**src/rtl/chain_constraint_sequencer_pkg.sv**
```systemverilog
// Shared definitions for the particle-chain constraint sequencer:
// Q16.16 position width and the sequencer FSM encoding.
package chain_constraint_sequencer_pkg;

  localparam int Q_W   = 32;
  localparam int POS_W = 2 * Q_W;

  typedef enum logic [1:0] {
    ST_IDLE  = 2'd0,
    ST_ISSUE = 2'd1,
    ST_WB    = 2'd2,
    ST_DONE  = 2'd3
  } state_e;

endpackage

```
**src/rtl/chain_pos_store.sv**
```systemverilog
// Particle position register file: one synchronous write port, three
// combinational triplet read ports and one combinational host read port.
module chain_pos_store
  import chain_constraint_sequencer_pkg::*;
#(
  parameter int N_PART = 16,
  parameter int AW     = 4
) (
  input  logic           clk,
  input  logic           rst,
  input  logic           we,
  input  logic [AW-1:0]  waddr,
  input  logic [Q_W-1:0] wx,
  input  logic [Q_W-1:0] wy,
  input  logic [AW-1:0]  up_addr,
  input  logic [AW-1:0]  self_addr,
  input  logic [AW-1:0]  dn_addr,
  input  logic [AW-1:0]  host_addr,
  output logic [Q_W-1:0] up_x,
  output logic [Q_W-1:0] up_y,
  output logic [Q_W-1:0] self_x,
  output logic [Q_W-1:0] self_y,
  output logic [Q_W-1:0] dn_x,
  output logic [Q_W-1:0] dn_y,
  output logic [Q_W-1:0] host_x,
  output logic [Q_W-1:0] host_y
);

  // Each entry packs {x, y}.
  logic [POS_W-1:0] mem_q [N_PART];
  logic [POS_W-1:0] mem_d [N_PART];

  always_comb begin
    mem_d = mem_q;
    if (we) begin
      mem_d[waddr] = {wx, wy};
    end
  end

  always_ff @(posedge clk or posedge rst) begin
    if (rst) begin
      for (int i = 0; i < N_PART; i++) begin
        mem_q[i] <= '0;
      end
    end else begin
      mem_q <= mem_d;
    end
  end

  assign {up_x, up_y}     = mem_q[up_addr];
  assign {self_x, self_y} = mem_q[self_addr];
  assign {dn_x, dn_y}     = mem_q[dn_addr];
  assign {host_x, host_y} = mem_q[host_addr];

endmodule

```
**src/rtl/chain_constraint_sequencer.sv**
```systemverilog
// Sweeps a particle chain through the EnforceConstraint datapath in
// Gauss-Seidel order, ITERS sweeps per start, writing results back in place.
module chain_constraint_sequencer
  import chain_constraint_sequencer_pkg::*;
#(
  parameter int          N_PART   = 16,
  parameter int          AW       = 4,
  parameter int          ITERS    = 4,
  parameter logic [15:0] PIN_MASK = 16'h0001
) (
  input  logic          clk,
  input  logic          rst,
  input  logic          wr_en,
  input  logic [AW-1:0] wr_addr,
  input  logic [31:0]   wr_x,
  input  logic [31:0]   wr_y,
  input  logic [AW-1:0] rd_addr,
  output logic [31:0]   rd_x,
  output logic [31:0]   rd_y,
  input  logic          start,
  output logic          busy,
  output logic          done,
  output logic          ec_req,
  output logic [31:0]   ec_up_x,
  output logic [31:0]   ec_up_y,
  output logic [31:0]   ec_x,
  output logic [31:0]   ec_y,
  output logic [31:0]   ec_dn_x,
  output logic [31:0]   ec_dn_y,
  output logic          ec_pinned,
  input  logic          ec_ack,
  input  logic [31:0]   ec_res_x,
  input  logic [31:0]   ec_res_y
);

  localparam int             IW        = (ITERS > 1) ? $clog2(ITERS) : 1;
  localparam logic [AW-1:0]  LAST_IDX  = AW'(N_PART - 1);
  localparam logic [IW-1:0]  LAST_ITER = IW'(ITERS - 1);

  state_e         state_q, state_d;
  logic [AW-1:0]  idx_q, idx_d;
  logic [IW-1:0]  iter_q, iter_d;
  logic           busy_q, busy_d;
  logic           done_q, done_d;
  logic           ec_req_q, ec_req_d;
  logic [Q_W-1:0] res_x_q, res_x_d;
  logic [Q_W-1:0] res_y_q, res_y_d;

  logic           st_we;
  logic [AW-1:0]  st_waddr;
  logic [Q_W-1:0] st_wx, st_wy;
  logic [AW-1:0]  up_addr, dn_addr;

  always_comb begin
    state_d  = state_q;
    idx_d    = idx_q;
    iter_d   = iter_q;
    busy_d   = busy_q;
    done_d   = 1'b0;
    ec_req_d = ec_req_q;
    res_x_d  = res_x_q;
    res_y_d  = res_y_q;
    case (state_q)
      ST_IDLE: begin
        if (start) begin
          state_d  = ST_ISSUE;
          idx_d    = '0;
          iter_d   = '0;
          busy_d   = 1'b1;
          ec_req_d = 1'b1;
        end
      end
      ST_ISSUE: begin
        if (ec_req_q && ec_ack) begin
          res_x_d  = ec_res_x;
          res_y_d  = ec_res_y;
          ec_req_d = 1'b0;
          state_d  = ST_WB;
        end
      end
      ST_WB: begin
        if (idx_q == LAST_IDX) begin
          idx_d  = '0;
          iter_d = iter_q + IW'(1);
          if (iter_q == LAST_ITER) begin
            state_d = ST_DONE;
            busy_d  = 1'b0;
            done_d  = 1'b1;
          end else begin
            state_d  = ST_ISSUE;
            ec_req_d = 1'b1;
          end
        end else begin
          idx_d    = idx_q + AW'(1);
          state_d  = ST_ISSUE;
          ec_req_d = 1'b1;
        end
      end
      ST_DONE: begin
        state_d = ST_IDLE;
      end
      default: begin
        state_d  = ST_IDLE;
        busy_d   = 1'b0;
        ec_req_d = 1'b0;
      end
    endcase
  end

  always_ff @(posedge clk or posedge rst) begin
    if (rst) begin
      state_q  <= ST_IDLE;
      idx_q    <= '0;
      iter_q   <= '0;
      busy_q   <= 1'b0;
      done_q   <= 1'b0;
      ec_req_q <= 1'b0;
    end else begin
      state_q  <= state_d;
      idx_q    <= idx_d;
      iter_q   <= iter_d;
      busy_q   <= busy_d;
      done_q   <= done_d;
      ec_req_q <= ec_req_d;
    end
  end

  // Result latch is pure data; it is always written before being consumed.
  always_ff @(posedge clk) begin
    res_x_q <= res_x_d;
    res_y_q <= res_y_d;
  end

  // Write-back owns the port during WB; host writes only land while idle.
  always_comb begin
    st_we    = 1'b0;
    st_waddr = wr_addr;
    st_wx    = wr_x;
    st_wy    = wr_y;
    if (state_q == ST_WB) begin
      st_we    = 1'b1;
      st_waddr = idx_q;
      st_wx    = res_x_q;
      st_wy    = res_y_q;
    end else if (wr_en && !busy_q) begin
      st_we = 1'b1;
    end
  end

  // Chain ends reuse self as the missing neighbour.
  assign up_addr = (idx_q == '0)      ? idx_q : idx_q - AW'(1);
  assign dn_addr = (idx_q == LAST_IDX) ? idx_q : idx_q + AW'(1);

  chain_pos_store #(
    .N_PART (N_PART),
    .AW     (AW)
  ) u_store (
    .clk       (clk),
    .rst       (rst),
    .we        (st_we),
    .waddr     (st_waddr),
    .wx        (st_wx),
    .wy        (st_wy),
    .up_addr   (up_addr),
    .self_addr (idx_q),
    .dn_addr   (dn_addr),
    .host_addr (rd_addr),
    .up_x      (ec_up_x),
    .up_y      (ec_up_y),
    .self_x    (ec_x),
    .self_y    (ec_y),
    .dn_x      (ec_dn_x),
    .dn_y      (ec_dn_y),
    .host_x    (rd_x),
    .host_y    (rd_y)
  );

  assign busy      = busy_q;
  assign done      = done_q;
  assign ec_req    = ec_req_q;
  assign ec_pinned = PIN_MASK[idx_q];

endmodule
```
**config.mk**
```make
export PLATFORM = sky130hd
export DESIGN_NAME = chain_constraint_sequencer
export DESIGN_NICKNAME = d
export VERILOG_FILES = /design/src/rtl/chain_constraint_sequencer_pkg.sv /design/src/rtl/chain_pos_store.sv /design/src/rtl/chain_constraint_sequencer.sv
export SDC_FILE = /design/constraint.sdc
export NUM_CORES = 2
export LEC_CHECK = 0
export ABC_AREA = 0
export CORE_MARGIN = 2
export CORE_UTILIZATION = 45
export CTS_BUF_LIST = sky130_fd_sc_hd__clkbuf_16
export CTS_CLUSTER_SIZE = 8
export DETAILED_ROUTE_END_ITERATION = 12
export PLACE_DENSITY = 0.62
export SYNTH_ARGS = -nofsm -noshare
export SYNTH_HDL_FRONTEND = slang
export SYNTH_SLANG_ARGS = --single-unit
```
**constraint.sdc**
```tcl
create_clock -name clk -period 61.9 [get_ports clk]
set_clock_uncertainty 0.15 [all_clocks]
set_input_delay 6.19 -clock clk [delete_from_list [all_inputs] [get_ports clk]]
set_output_delay 6.19 -clock clk [all_outputs]
set_load 0.005 [all_outputs]
```
==> flow_summary.json <==
{
  "ys_top_cells_by_count": "nand2_1 (1393), dfrtp_1 (1035), mux4_2 (827)",
  "synth_top_area_share_pct": 36.8,
  "grt_max_degree": 233,
  "ir_drop_uv": 72.6,
  "synthFlopType": "dfrtp_1",
  "wl_met1_um": 98800,
  "outcome": "finished, final reports clean",
  "cts.clk_slew.worst_paths_ns": 0.05,
  "synth_top_cell_by_area": "dfrtp_1",
  "numCtsBuffers": 157,
  "ant_nets": 0,
  "r2r-end": "u_store.mem_q[973]$_DFFE_PP0P_",
  "clock_latency_ns": 0.80,
  "dr_wl_met3_um": 35900,
  "worstMarginPinSlew_ns": 1.36,
  "dieArea_mm2": 0.160,
  "r2r_setup_slack_ns": 56.62,
  "rsz0062_at_grt": "no",
  "power.density_mw_per_mm2": 67.0,
  "fill_cells": 13800,
  "endpoint_kind": "primary output",
  "start_util_pct": 45.2,
  "post_cts_buffers": 0,
  "drive_above_1_share_pct": 17.4,
  "postSynthCellCount": 6974,
  "cts_tree": "built",
  "htreeDepth": 4,
  "grtUsageTotal_pct": 33.6,
  "synth-seq-area-share_pct": 39.5,
  "die_x_um": 400,
  "postSynth.asyncResetShare_pct": 94.2,
  "ios": 401,
  "root_buffer": "clkbuf_16",
  "grt_pass1_vias": 58800,
  "nNetsFinal": 7112,
  "stdcell_count": 9083,
  "hold_viol": 0,
  "rr_startpoint": "idx_q[2]$_DFFE_PP0P_",
  "overflow": 0,
  "row_count": 145,
  "synth_most_common_cell": "nand2_1",
  "min_path_type": "register to register",
  "final_util_pct": 51.4,
  "yosys-top-cells-area": "dfrtp_1 (37%), mux4_2 (26%), nand2_1 (7.4%), nor2_1 (4.0%), o21ai_0 (3.9%)",
  "avgSynthCellArea_um2": 10.1,
  "syn_nets": 7120,
  "antenna_found_initial": 5,
  "startpoint_type": "input port",
  "setup_violations": 0,
  "min-delay-start": "u_store.mem_q[637]$_DFFE_PP0P_",
  "worst_ep_required_time_ns": 55.56,
  "core_mm2": 0.156,
  "finalSetupTns_ns": 0,
  "total_power_mw": 5.36,
  "reg2reg_depth": 7,
  "slew_viol_final": 0,
  "hold_end": "u_store.mem_q[637]$_DFFE_PP0P_",
  "min_period_ns": 16.54,
  "synth_edf_count": 64,
  "cts_resized": 0,
  "grt_first_pass_wirelength_um": 398000,
  "wl_per_cell_um": 29.7,
  "critPathKind": "input port to primary output",
  "syn_area_mm2": 0.0705,
  "crit_arrival_ns": 10.20,
  "startpoint": "rd_addr[0]",
  "die_h_um": 400,
  "whs_path_depth": 2,
  "dr.pass1.iters": 9,
  "vias": 61600,
  "viasPerCell": 6.79,
  "max_freq_mhz": 60.5,
  "drcViolationCount": 0,
  "drtIter0Drc": 8851,
  "hpwl_um": 154000,
  "p_leak_nw": 31.3,
  "relSlewSlack_pct": 6.99,
  "highest_layer": "met5",
  "ctsHoldBuffers": 0,
  "yosysWarnings": 0,
  "max-cap-violations": 0,
  "routabilityCongestion": 0.902,
  "cts_sinks": 1099,
  "ys_types": 57,
  "clk_path_buf_depth": 3,
  "fin_hold_ws_ns": 0.391,
  "placed_cells": 8865,
  "worstPathMaxFanout": 73,
  "dr_wl_met2_um": 118000,
  "area_growth_pct": 13.6,
  "port_buffers": 400,
  "routed_wirelength_um": 269000,
  "yosys_register_bits": 1099,
  "finalCritPeriodShare_pct": 26.7
}
==> power breakdown <==
part / internal [mW] / switching (mW) / total [mW]
clock: 0.462 / 0.330 / 0.793
sequential: 1.04 / 0.468 / 1.51
combinational: 1.43 / 1.62 / 3.05
==> how the worst max path moves through the flow <==
| stage | endpoint | slack [ns] | cells after the start |
|---|---|---|---|
| 6_report | rd_x[13] | 45.36 | 6 |
| 5_1_grt | rd_x[13] | 45.18 | 6 |
| 4_1_cts | rd_x[13] | 45.40 | 6 |
| 3_5_place_dp | rd_x[13] | 45.41 | 6 |
| 3_3_place_gp | rd_x[13] | 45.51 | 6 |
| 2_1_floorplan | busy$_DFFE_PP0P_ | 26.43 | 1 |
==> flip-flops by register name, indices dropped and copies added, names as in the netlist <==
signal and count:
done 1, busy 1, ec_req 1, res_x_q 32, iter_q 2, u_store.mem_q 1024
res_y_q 32, state_q 2, idx_q 4
==> cell type report <==
cell class / count / area [um2] / share of cell area (%)
clock buffer: 162 / 4050 / 5.07
timing repair buffer: 544 / 5170 / 6.46
tap: 2058 / 2570 / 3.22
multi-input combinational: 5155 / 40000 / 50.0
sequential: 1099 / 27800 / 34.8
clock inverter: 53 / 325 / 0.406
inverter: 9 / 46.3 / 0.0578
antenna: 3 / 7.51 / 0.00938
==> per-stage QoR <==
step,instance area [um2],worst slack [ns]
floorplan,70500,26.43
global placement,75600,45.51
detailed placement,75600,45.41
CTS,80000,45.40
global route,80000,45.18
finish,80000,45.36
==> worst max-delay path: stages <==
cell and delay, ns:
buf_8 0.49, buf_4 0.76, buf_4 0.85, mux4_2 0.61, mux4_2 0.58, clkdlybuf4s50_1 0.49
==> layer usage <==
metal	vias to the layer above	track usage, %
met5	-	0
met4	6	18.0
met3	969	10.1
met2	4782	49.4
met1	30300	45.0
li1	25600	-
==> kinds of logic after synthesis <==
| kind of cell | share of synthesized area, % |
|---|---|
| AND/OR/NAND/NOR | 15.7 |
| buffers and inverters | 4.30 |
| multiplexers | 29.0 |
| flip-flops | 39.5 |
| XOR/XNOR | 0.0479 |
| AO/OA/AOI/OAI | 11.4 |
| adder cells (fa/ha/maj) | 0.0888 |
==> cells in the final DEF, fill, tap and decap left out, types with 43 or more instances in the layout <==
| cell | count |
|---|---|
| nand2_1 | 1385 |
| dfrtp_1 | 1031 |
| a22oi_1 | 55 |
| mux2i_1 | 157 |
| buf_4 | 139 |
| a21oi_1 | 534 |
| o21ai_1 | 46 |
| nor2_1 | 744 |
| a32oi_1 | 94 |
| nand4_1 | 65 |
| and2_1 | 66 |
| clkbuf_16 | 162 |
| inv_1 | 43 |
| clkdlybuf4s50_1 | 396 |
| nand3_1 | 325 |
| o21ai_0 | 544 |
| edfxtp_1 | 64 |
| mux4_2 | 827 |
| nor3_1 | 67 |
| a211oi_1 | 64 |
Note: power is estimated with default switching activity, not from simulation.
